==> src/rtl/inst_sequencer_if.sv <==
// Fetch/issue bus of the instruction sequencer: imem fetch port, ALU flags,
// and the valid/stall issue handshake towards the execute stage.
interface inst_sequencer_if #(
  parameter int INST_W = 8,
  parameter int ADDR_W = 13
);
  logic [ADDR_W-1:0] imem_addr;
  logic [INST_W-1:0] imem_data;
  logic              imem_valid;
  logic              flag_z;
  logic              flag_c;
  logic              flag_n;
  logic              stall;
  logic              issue_valid;
  logic [INST_W-1:0] issue_opcode;
  logic              issue_long;
  logic [ADDR_W-1:0] issue_target;
  logic              taken;
  logic [ADDR_W-1:0] pc;

  modport master (
    output imem_addr, issue_valid, issue_opcode, issue_long, issue_target, taken, pc,
    input  imem_data, imem_valid, flag_z, flag_c, flag_n, stall
  );

  modport slave (
    input  imem_addr, issue_valid, issue_opcode, issue_long, issue_target, taken, pc,
    output imem_data, imem_valid, flag_z, flag_c, flag_n, stall
  );
endinterface

==> src/rtl/inst_sequencer.sv <==
// Byte-serial instruction fetch and sequencing: assembles long-form operands,
// resolves conditional jumps against ALU flags and issues one instruction at a time.
module inst_sequencer #(
  parameter int INST_W    = 8,
  parameter int EXT_BYTES = 1,
  parameter int ADDR_W    = 13,
  parameter int RESET_PC  = 0
) (
  input logic               clk,
  input logic               rst,
  inst_sequencer_if.master  bus
);
  localparam int COND_W = INST_W - 3;
  localparam int CAT_W  = COND_W + INST_W*EXT_BYTES;

  typedef enum logic [1:0] {FETCH_OP, FETCH_EXT, ISSUE} state_e;

  typedef struct packed {
    logic [INST_W-1:0] opcode;
    logic              is_long;
    logic [CAT_W-1:0]  acc;
  } inst_t;

  state_e            state_q, state_d;
  inst_t             inst_q, inst_d;
  logic [ADDR_W-1:0] pc_q, pc_d;
  logic [COND_W-1:0] cond_q, cond_d;
  logic [1:0]        ext_cnt_q, ext_cnt_d;

  logic [2:0]        in_cls, op_cls;
  logic              in_long;
  logic [COND_W+1:0] cond_pad;
  logic              cond_true;
  logic              jump_taken;
  logic [ADDR_W-1:0] target;

  assign in_cls  = bus.imem_data[INST_W-1 -: 3];
  assign op_cls  = inst_q.opcode[INST_W-1 -: 3];
  assign in_long = !bus.imem_data[INST_W-1] || (in_cls == 3'b110);

  // Padding keeps cond_pad[2:1] addressable even when the condition register is only 2 bits wide.
  assign cond_pad = {2'b00, cond_q};

  always_comb begin
    cond_true = 1'b1;
    case (cond_pad[2:1])
      2'b00:   cond_true = 1'b1;
      2'b01:   cond_true = bus.flag_z;
      2'b10:   cond_true = bus.flag_c;
      default: cond_true = bus.flag_n;
    endcase
  end

  assign jump_taken = (state_q == ISSUE) && (op_cls == 3'b110) && cond_true;
  assign target     = ADDR_W'(inst_q.acc);

  always_comb begin
    state_d   = state_q;
    inst_d    = inst_q;
    pc_d      = pc_q;
    cond_d    = cond_q;
    ext_cnt_d = ext_cnt_q;
    case (state_q)
      FETCH_OP: begin
        if (bus.imem_valid) begin
          inst_d.opcode  = bus.imem_data;
          inst_d.is_long = in_long;
          inst_d.acc     = in_long ? CAT_W'(bus.imem_data[INST_W-4:0]) : '0;
          pc_d           = pc_q + 1'b1;
          ext_cnt_d      = '0;
          state_d        = in_long ? FETCH_EXT : ISSUE;
        end
      end
      FETCH_EXT: begin
        if (bus.imem_valid) begin
          // Earliest byte ends up most significant after the last shift.
          inst_d.acc = {inst_q.acc[CAT_W-INST_W-1:0], bus.imem_data};
          pc_d       = pc_q + 1'b1;
          if (ext_cnt_q == 2'(EXT_BYTES-1)) state_d = ISSUE;
          else                              ext_cnt_d = ext_cnt_q + 1'b1;
        end
      end
      ISSUE: begin
        if (!bus.stall) begin
          if (jump_taken)         pc_d   = target;
          if (op_cls == 3'b111)   cond_d = inst_q.opcode[INST_W-4:0];
          state_d = FETCH_OP;
        end
      end
      default: state_d = FETCH_OP;
    endcase
  end

  always_ff @(posedge clk) begin
    if (rst) begin
      state_q   <= FETCH_OP;
      inst_q    <= '0;
      pc_q      <= ADDR_W'(RESET_PC);
      cond_q    <= '0;
      ext_cnt_q <= '0;
    end else begin
      state_q   <= state_d;
      inst_q    <= inst_d;
      pc_q      <= pc_d;
      cond_q    <= cond_d;
      ext_cnt_q <= ext_cnt_d;
    end
  end

  assign bus.imem_addr    = pc_q;
  assign bus.pc           = pc_q;
  assign bus.issue_valid  = (state_q == ISSUE);
  assign bus.issue_opcode = inst_q.opcode;
  assign bus.issue_long   = inst_q.is_long;
  assign bus.issue_target = target;
  assign bus.taken        = jump_taken;
endmodule

==> src/flat_wrapper.sv <==
// flat-port wrapper written by rule: the top's interface ports become plain ports
module inst_sequencer_flat 
#(
  parameter int INST_W    = 8,
  parameter int EXT_BYTES = 1,
  parameter int ADDR_W    = 13,
  parameter int RESET_PC  = 0
)
  (clk, rst, bus_imem_addr, bus_issue_valid, bus_issue_opcode, bus_issue_long, bus_issue_target, bus_taken, bus_pc, bus_imem_data, bus_imem_valid, bus_flag_z, bus_flag_c, bus_flag_n, bus_stall);
  inst_sequencer_if #(.INST_W(INST_W), .ADDR_W(ADDR_W)) bus_i ();
  input logic clk;
  input logic rst;
  output wire logic [$bits(bus_i.imem_addr)-1:0] bus_imem_addr;
  output wire logic [$bits(bus_i.issue_valid)-1:0] bus_issue_valid;
  output wire logic [$bits(bus_i.issue_opcode)-1:0] bus_issue_opcode;
  output wire logic [$bits(bus_i.issue_long)-1:0] bus_issue_long;
  output wire logic [$bits(bus_i.issue_target)-1:0] bus_issue_target;
  output wire logic [$bits(bus_i.taken)-1:0] bus_taken;
  output wire logic [$bits(bus_i.pc)-1:0] bus_pc;
  input wire logic [$bits(bus_i.imem_data)-1:0] bus_imem_data;
  input wire logic [$bits(bus_i.imem_valid)-1:0] bus_imem_valid;
  input wire logic [$bits(bus_i.flag_z)-1:0] bus_flag_z;
  input wire logic [$bits(bus_i.flag_c)-1:0] bus_flag_c;
  input wire logic [$bits(bus_i.flag_n)-1:0] bus_flag_n;
  input wire logic [$bits(bus_i.stall)-1:0] bus_stall;
  assign bus_imem_addr = bus_i.imem_addr;
  assign bus_issue_valid = bus_i.issue_valid;
  assign bus_issue_opcode = bus_i.issue_opcode;
  assign bus_issue_long = bus_i.issue_long;
  assign bus_issue_target = bus_i.issue_target;
  assign bus_taken = bus_i.taken;
  assign bus_pc = bus_i.pc;
  assign bus_i.imem_data = bus_imem_data;
  assign bus_i.imem_valid = bus_imem_valid;
  assign bus_i.flag_z = bus_flag_z;
  assign bus_i.flag_c = bus_flag_c;
  assign bus_i.flag_n = bus_flag_n;
  assign bus_i.stall = bus_stall;
  inst_sequencer #(.INST_W(INST_W), .EXT_BYTES(EXT_BYTES), .ADDR_W(ADDR_W), .RESET_PC(RESET_PC)) u_core (.clk(clk), .rst(rst), .bus(bus_i));
endmodule
==> config.mk <==
export PLATFORM = sky130hd
export DESIGN_NAME = inst_sequencer_flat
export DESIGN_NICKNAME = d
export VERILOG_FILES = /design/src/rtl/inst_sequencer_if.sv /design/src/rtl/inst_sequencer.sv /design/src/flat_wrapper.sv
export SDC_FILE = /design/constraint.sdc
export NUM_CORES = 1
export LEC_CHECK = 0
export CAP_MARGIN = 20
export CELL_PAD_IN_SITES_DETAIL_PLACEMENT = 0
export CELL_PAD_IN_SITES_GLOBAL_PLACEMENT = 1
export CORE_UTILIZATION = 35
export DETAILED_ROUTE_END_ITERATION = 8
export PLACE_DENSITY_LB_ADDON = 0.05
export SLEW_MARGIN = 20
export SYNTH_ARGS = -nofsm -noshare
export SYNTH_HDL_FRONTEND = slang
export SYNTH_SLANG_ARGS = --single-unit
==> constraint.sdc <==
create_clock -name clk -period 2.4 [get_ports clk]
set_input_delay 0.6 -clock clk [delete_from_list [all_inputs] [get_ports clk]]
set_output_delay 0.6 -clock clk [all_outputs]
set_load 0.01 [all_outputs]
## Yosys cells after proc, flatten, opt, wreduce, memory -nomap -nowiden

Cells that the tools add are included.

| word-level totals | value |
|---|---|
| latch bits | 0 |
| logic and storage cells | 59 |
| memories | 0 |
| bits in read-only memories | 0 |
| bits in writable memories | 0 |
| register bits after elaboration | 42 |

| operators by class | value |
|---|---|
| multiply operators | 0 |
| reduce and logical (&&, ||, !) cells | 16 |
| equality and inequality tests | 14 |
| shift-type cells | 0 |
| mux-type cells | 19 |
| $add $sub $neg | 2 |
| bitwise logic cells | 1 |
| divide/modulo/power cells | 0 |
| $lt $le $gt $ge | 0 |

Operators by type and width:

| cell | number |
|---|---|
| 2-to-1 mux 13 bit | 5 |
| one-hot mux 13 bit (2 select lines) | 2 |
| 2-to-1 mux 2 bit | 8 |
| adder 13 x 1 -> 13 bit, second input constant | 1 |
| AND reduction 4 bit | 3 |
| == test 3 bit, second input constant | 3 |
| inequality test 2 bit, second input constant | 4 |
| logical NOT 2 bit | 3 |
| inequality test 2 x 1 -> 1 bit, second input constant | 3 |
| one-hot mux 2 bit (3 select lines) | 1 |
| AND reduction 3 bit | 2 |
| 2-to-1 mux 5 bit | 1 |
| == test 2 x 1 -> 1 bit, second input constant | 2 |
| == test 2 bit, second input constant | 2 |
| one-hot mux 2 bit (2 select lines) | 1 |
| nonzero test 2 bit | 2 |
| one-hot mux 1 bit (3 select lines) | 1 |
| adder 2 x 1 -> 2 bit, second input constant | 1 |
| logical AND 1 bit | 2 |
| AND reduction 2 bit | 1 |
| OR reduction 2 bit | 1 |
| logical NOT 1 bit | 1 |
| logical OR 1 bit | 1 |
| NOT 1 bit | 1 |

## Depth between registers and ports, before layout

| depth | value |
|---|---|
| depth after elaboration | 6 |
| depth in mapped cells | 8 |

## Worst setup path before layout

OpenSTA, ideal clock, no wires.

| path | value |
|---|---|
| path kind | input to output |
| start | input port bus_flag_n |
| end | output port bus_taken |
| data required time | 1.800 ns |
| arrival | 1.345 ns |
| slack | 0.455 ns |
| stages | 3 |
| cells stage by stage | mux2i_1 > a211o_1 > nor3_1 |

| on the way | value |
|---|---|
| longest elaborated chain between the ends | 2 |

Ends and longest elaborated chain:

| item | line | text |
|---|---|---|
| start: declaration | flat_wrapper.sv:24 | `input wire logic [$bits(bus_i.flag_n)-1:0] bus_flag_n;` |
| one-hot mux 1 bit (3 select lines) | inst_sequencer.sv:46 | `case (cond_pad[2:1])` |
| logical AND 1 bit | inst_sequencer.sv:54 | `assign jump_taken = (state_q == ISSUE) && (op_cls == 3'b110) && cond_true;` |
| end: declaration | flat_wrapper.sv:18 | `output wire logic [$bits(bus_i.taken)-1:0] bus_taken;` |

Every way passes these cells.

## Final worst setup path

Ends and elaborated chain as after synthesis.

==> impl_metrics.py <==
metrics = {
    "detailed_routing": {
        "drt_wl_total_um": 5666,
        "wl_per_cell_um": 14.49,
        "drtIter0Drc": 65,
        "vias": 2004,
        "vias_per_cell": 5.125,
        "drc": 0,
        "drt_pass1_iterations": 4,
        "ant_nets": 0,
    },
    "worst_hold_path": {
        "hp-class": "reg2reg",
    },
    "sta": {
        "worst_slew_pin_slew_ns": 0.5009,
        "slew_headroom": 0.6650,
        "hold_viol_final": 0,
        "final_max_slew_viol_count": 0,
        "skew_ns": 0.004566,
        "period_minus_slack_ns": 2.329,
        "setup-violations-final": 0,
        "setup_ws_ns": 0.07085,
        "final.setup.tns_ns": 0,
        "max_freq_mhz": 429.3,
        "period_share": 0.9705,
    },
    "global_route": {
        "grt_max_degree": 33,
        "grt_pass1_wl_um": 9190,
        "grt_usage": 0.1920,
        "antenna_found_initial": 0,
        "grt_overflow_total": 0,
        "grt_pass1_vias": 1873,
    },
    "floorplanning": {
        "die_h_um": 78.41,
        "dieArea_mm2": 0.006147,
        "placementRows": 27,
        "start_util": 0.3666,
        "coreArea_mm2": 0.005574,
        "die_x_um": 78.41,
        "io_pins": 65,
    },
    "setup_path": {
        "r2r-end": "u_core.bus.imem_addr[8]$_SDFFE_PP0P_",
        "reg2reg_from": "u_core.bus.imem_addr[0]$_SDFFE_PP0P_",
        "startpoint": "bus_flag_n",
        "worstPathMaxFanout": 2,
        "crit_path_end": "bus_taken",
        "worst_setup_path_end_kind": "output port",
        "worstPathArrival_ns": 1.73,
        "crit_slowest_cell": "clkdlybuf4s50_1",
        "crit_path_cell_trace": "clkdlybuf4s50_1 > mux2i_1 > a211o_1 > nor3_2 > buf_2",
        "critical_path.max_stage_delay_ns": 0.46,
        "start_kind": "primary input",
        "r2r_cells": 5,
        "worstSetupPathType": "in2out",
        "rrSetupSlack_ns": 0.65,
        "cp.required_ns": 1.80,
    },
    "clocking": {
        "cts_buffers": 5,
        "clock_latency_ns": 0.29,
        "cts_htree_levels": 2,
        "path_clk_slew_ns": 0.08,
        "clk_path_buf_depth": 2,
        "cts_tree": "yes",
        "root_buffer": "clkbuf_8",
        "cts_sinks": 41,
    },
    "synth": {
        "synth-edff-count": 0,
        "syn_area_mm2": 0.002043,
        "ys_async_sr_fraction": 0,
        "synth.ff_latch_count": 41,
        "synth_flop_cell": "dfxtp_1",
        "synth_warnings": 0,
        "syn_inst": 263,
        "synth_seq_area_share": 0.4017,
        "syn_avg_cell_area_um2": 7.769,
        "synth_nets": 280,
        "synth_cell_type_count": 43,
    },
    "place": {
        "dpl_cell_area_mm2": 0.002724,
        "gp_congestion": 0.7444,
        "place_ws_ns": -0.4040,
        "numPortBuffers": 64,
        "dp_hpwl_um": 3952,
    },
    "final_layout": {
        "diodes": 0,
        "final_util": 0.5068,
        "fin_nets": 335,
        "drive_gt1_frac": 0.08777,
        "syn_to_final_growth_pct": 38.27,
        "postLayoutCellArea_mm2": 0.002825,
    },
    "run": {
        "max-cap-violations": 0,
    },
    "power": {
        "vdd_drop_max_v": 0.0002589,
        "p_leak_nw": 0.9574,
        "powerDensity_mw_per_mm2": 516.0,
    },
    "run_status": {
        "status": "finished, final reports clean",
    },
}
-- per-layer routing --
metal	track usage	vias to the layer above	wire length, um
li1	-	1029	-
met5	0	-	0
met3	0.04186	2	247
met4	0.06667	0	38
met2	0.3096	48	2703
met1	0.2520	925	2678
-- layout make-up --
cell class,instances,area [um2]
tap,72,90.09
sequential,41,820.8
clock inverter,1,5.005
fill,578,2749
clock buffer,7,96.34
multi-input combinational,189,1044
inverter,5,18.77
timing repair buffer,76,750.7
-- cells in the mapped netlist, drive strengths merged, types with 4 or more instances --
cell    instances  area, um2
a21oi          33      165.2
a22oi           6      45.04
nand2          43      161.4
buf            19      131.4
nor2           19      71.32
nand3          19      100.1
clkbuf          9      33.78
a31oi           4      25.02
o21ai          19      106.4
dfxtp          41      820.8
nor3            6      30.03
nand2b          5      38.78
inv             4      15.01
-- flip-flops by register name, indices dropped and copies added, names as in the netlist --
signal                   count
u_core.cond_q                2
u_core.ext_cnt_q             2
u_core.bus.issue_opcode      8
u_core.state_q               2
u_core.bus.issue_long        1
u_core.bus.issue_target     13
u_core.bus.imem_addr        13
-- worst min path at each step --
| stage | cells past startpoint | end | from |
|---|---|---|---|
| 5_1_grt | 2 | u_core.bus.issue_target[7]$_SDFFE_PP0P_ | u_core.bus.issue_target[7]$_SDFFE_PP0P_ |
| 4_1_cts | 2 | u_core.ext_cnt_q[0]$_SDFFE_PP0P_ | u_core.ext_cnt_q[0]$_SDFFE_PP0P_ |
| 3_5_place_dp | 2 | u_core.ext_cnt_q[0]$_SDFFE_PP0P_ | u_core.ext_cnt_q[0]$_SDFFE_PP0P_ |
| 2_1_floorplan | 2 | u_core.ext_cnt_q[0]$_SDFFE_PP0P_ | u_core.ext_cnt_q[0]$_SDFFE_PP0P_ |
| 6_report | 2 | u_core.ext_cnt_q[0]$_SDFFE_PP0P_ | u_core.ext_cnt_q[0]$_SDFFE_PP0P_ |
| 3_3_place_gp | 2 | u_core.ext_cnt_q[0]$_SDFFE_PP0P_ | u_core.ext_cnt_q[0]$_SDFFE_PP0P_ |
-- where the power goes --
part,leakage (nW),internal [mW],switching (mW),total [mW]
clock network,0.0542,0.260,0.232,0.492
logic,0.570,0.115,0.124,0.239
registers,0.333,0.703,0.0241,0.727
total,0.957,1.08,0.380,1.46
-- worst max-delay path, delay by kind of cell --
family                 cells  cell delay [ns]
muxes                      1             0.08
and+or+nand+nor            1             0.15
AOI/OAI and AO/OA          1             0.29
buffers and inverters      2             0.61
-- cells by family after synthesis --
logic type | Yosys count | share of synthesized area
mux | 4 | 0.02021
fa+ha+maj | 2 | 0.01225
simple gates | 105 | 0.2419
compound gates | 78 | 0.2339
flops | 41 | 0.4017
buf+inv | 33 | 0.09001
-- cells in the final DEF (no fill, tap or decap), types with 4 or more instances in the layout --
cell             count
a21oi_1             33
a22oi_1              6
a31oi_1              4
buf_4               10
clkbuf_8             7
clkdlybuf4s50_1     63
dfxtp_1             41
inv_1                4
nand2_1             43
nand2b_1             4
nand3_1             18
nor2_1              19
nor3_1               5
o21ai_0             18
-- stage by stage --
stage	std cells	power, mW	hold WS [ns]
floorplan	263	0.8607	0.4319
global route	391	1.528	0.4946
CTS	391	1.479	0.4570
detailed placement	383	0.9824	0.4458
finish	391	1.458	0.4542
global placement	383	0.9830	0.4433
-- timing repair --
action	4_1_cts	5_1_grt
setup endpoints to repair	1	1
hold endpoints to repair	0	0
pin swaps	0	1
buffers inserted	0	0
hold buffers	0	0
resized for setup	4	1
Power figures use the tool's default switching activity.
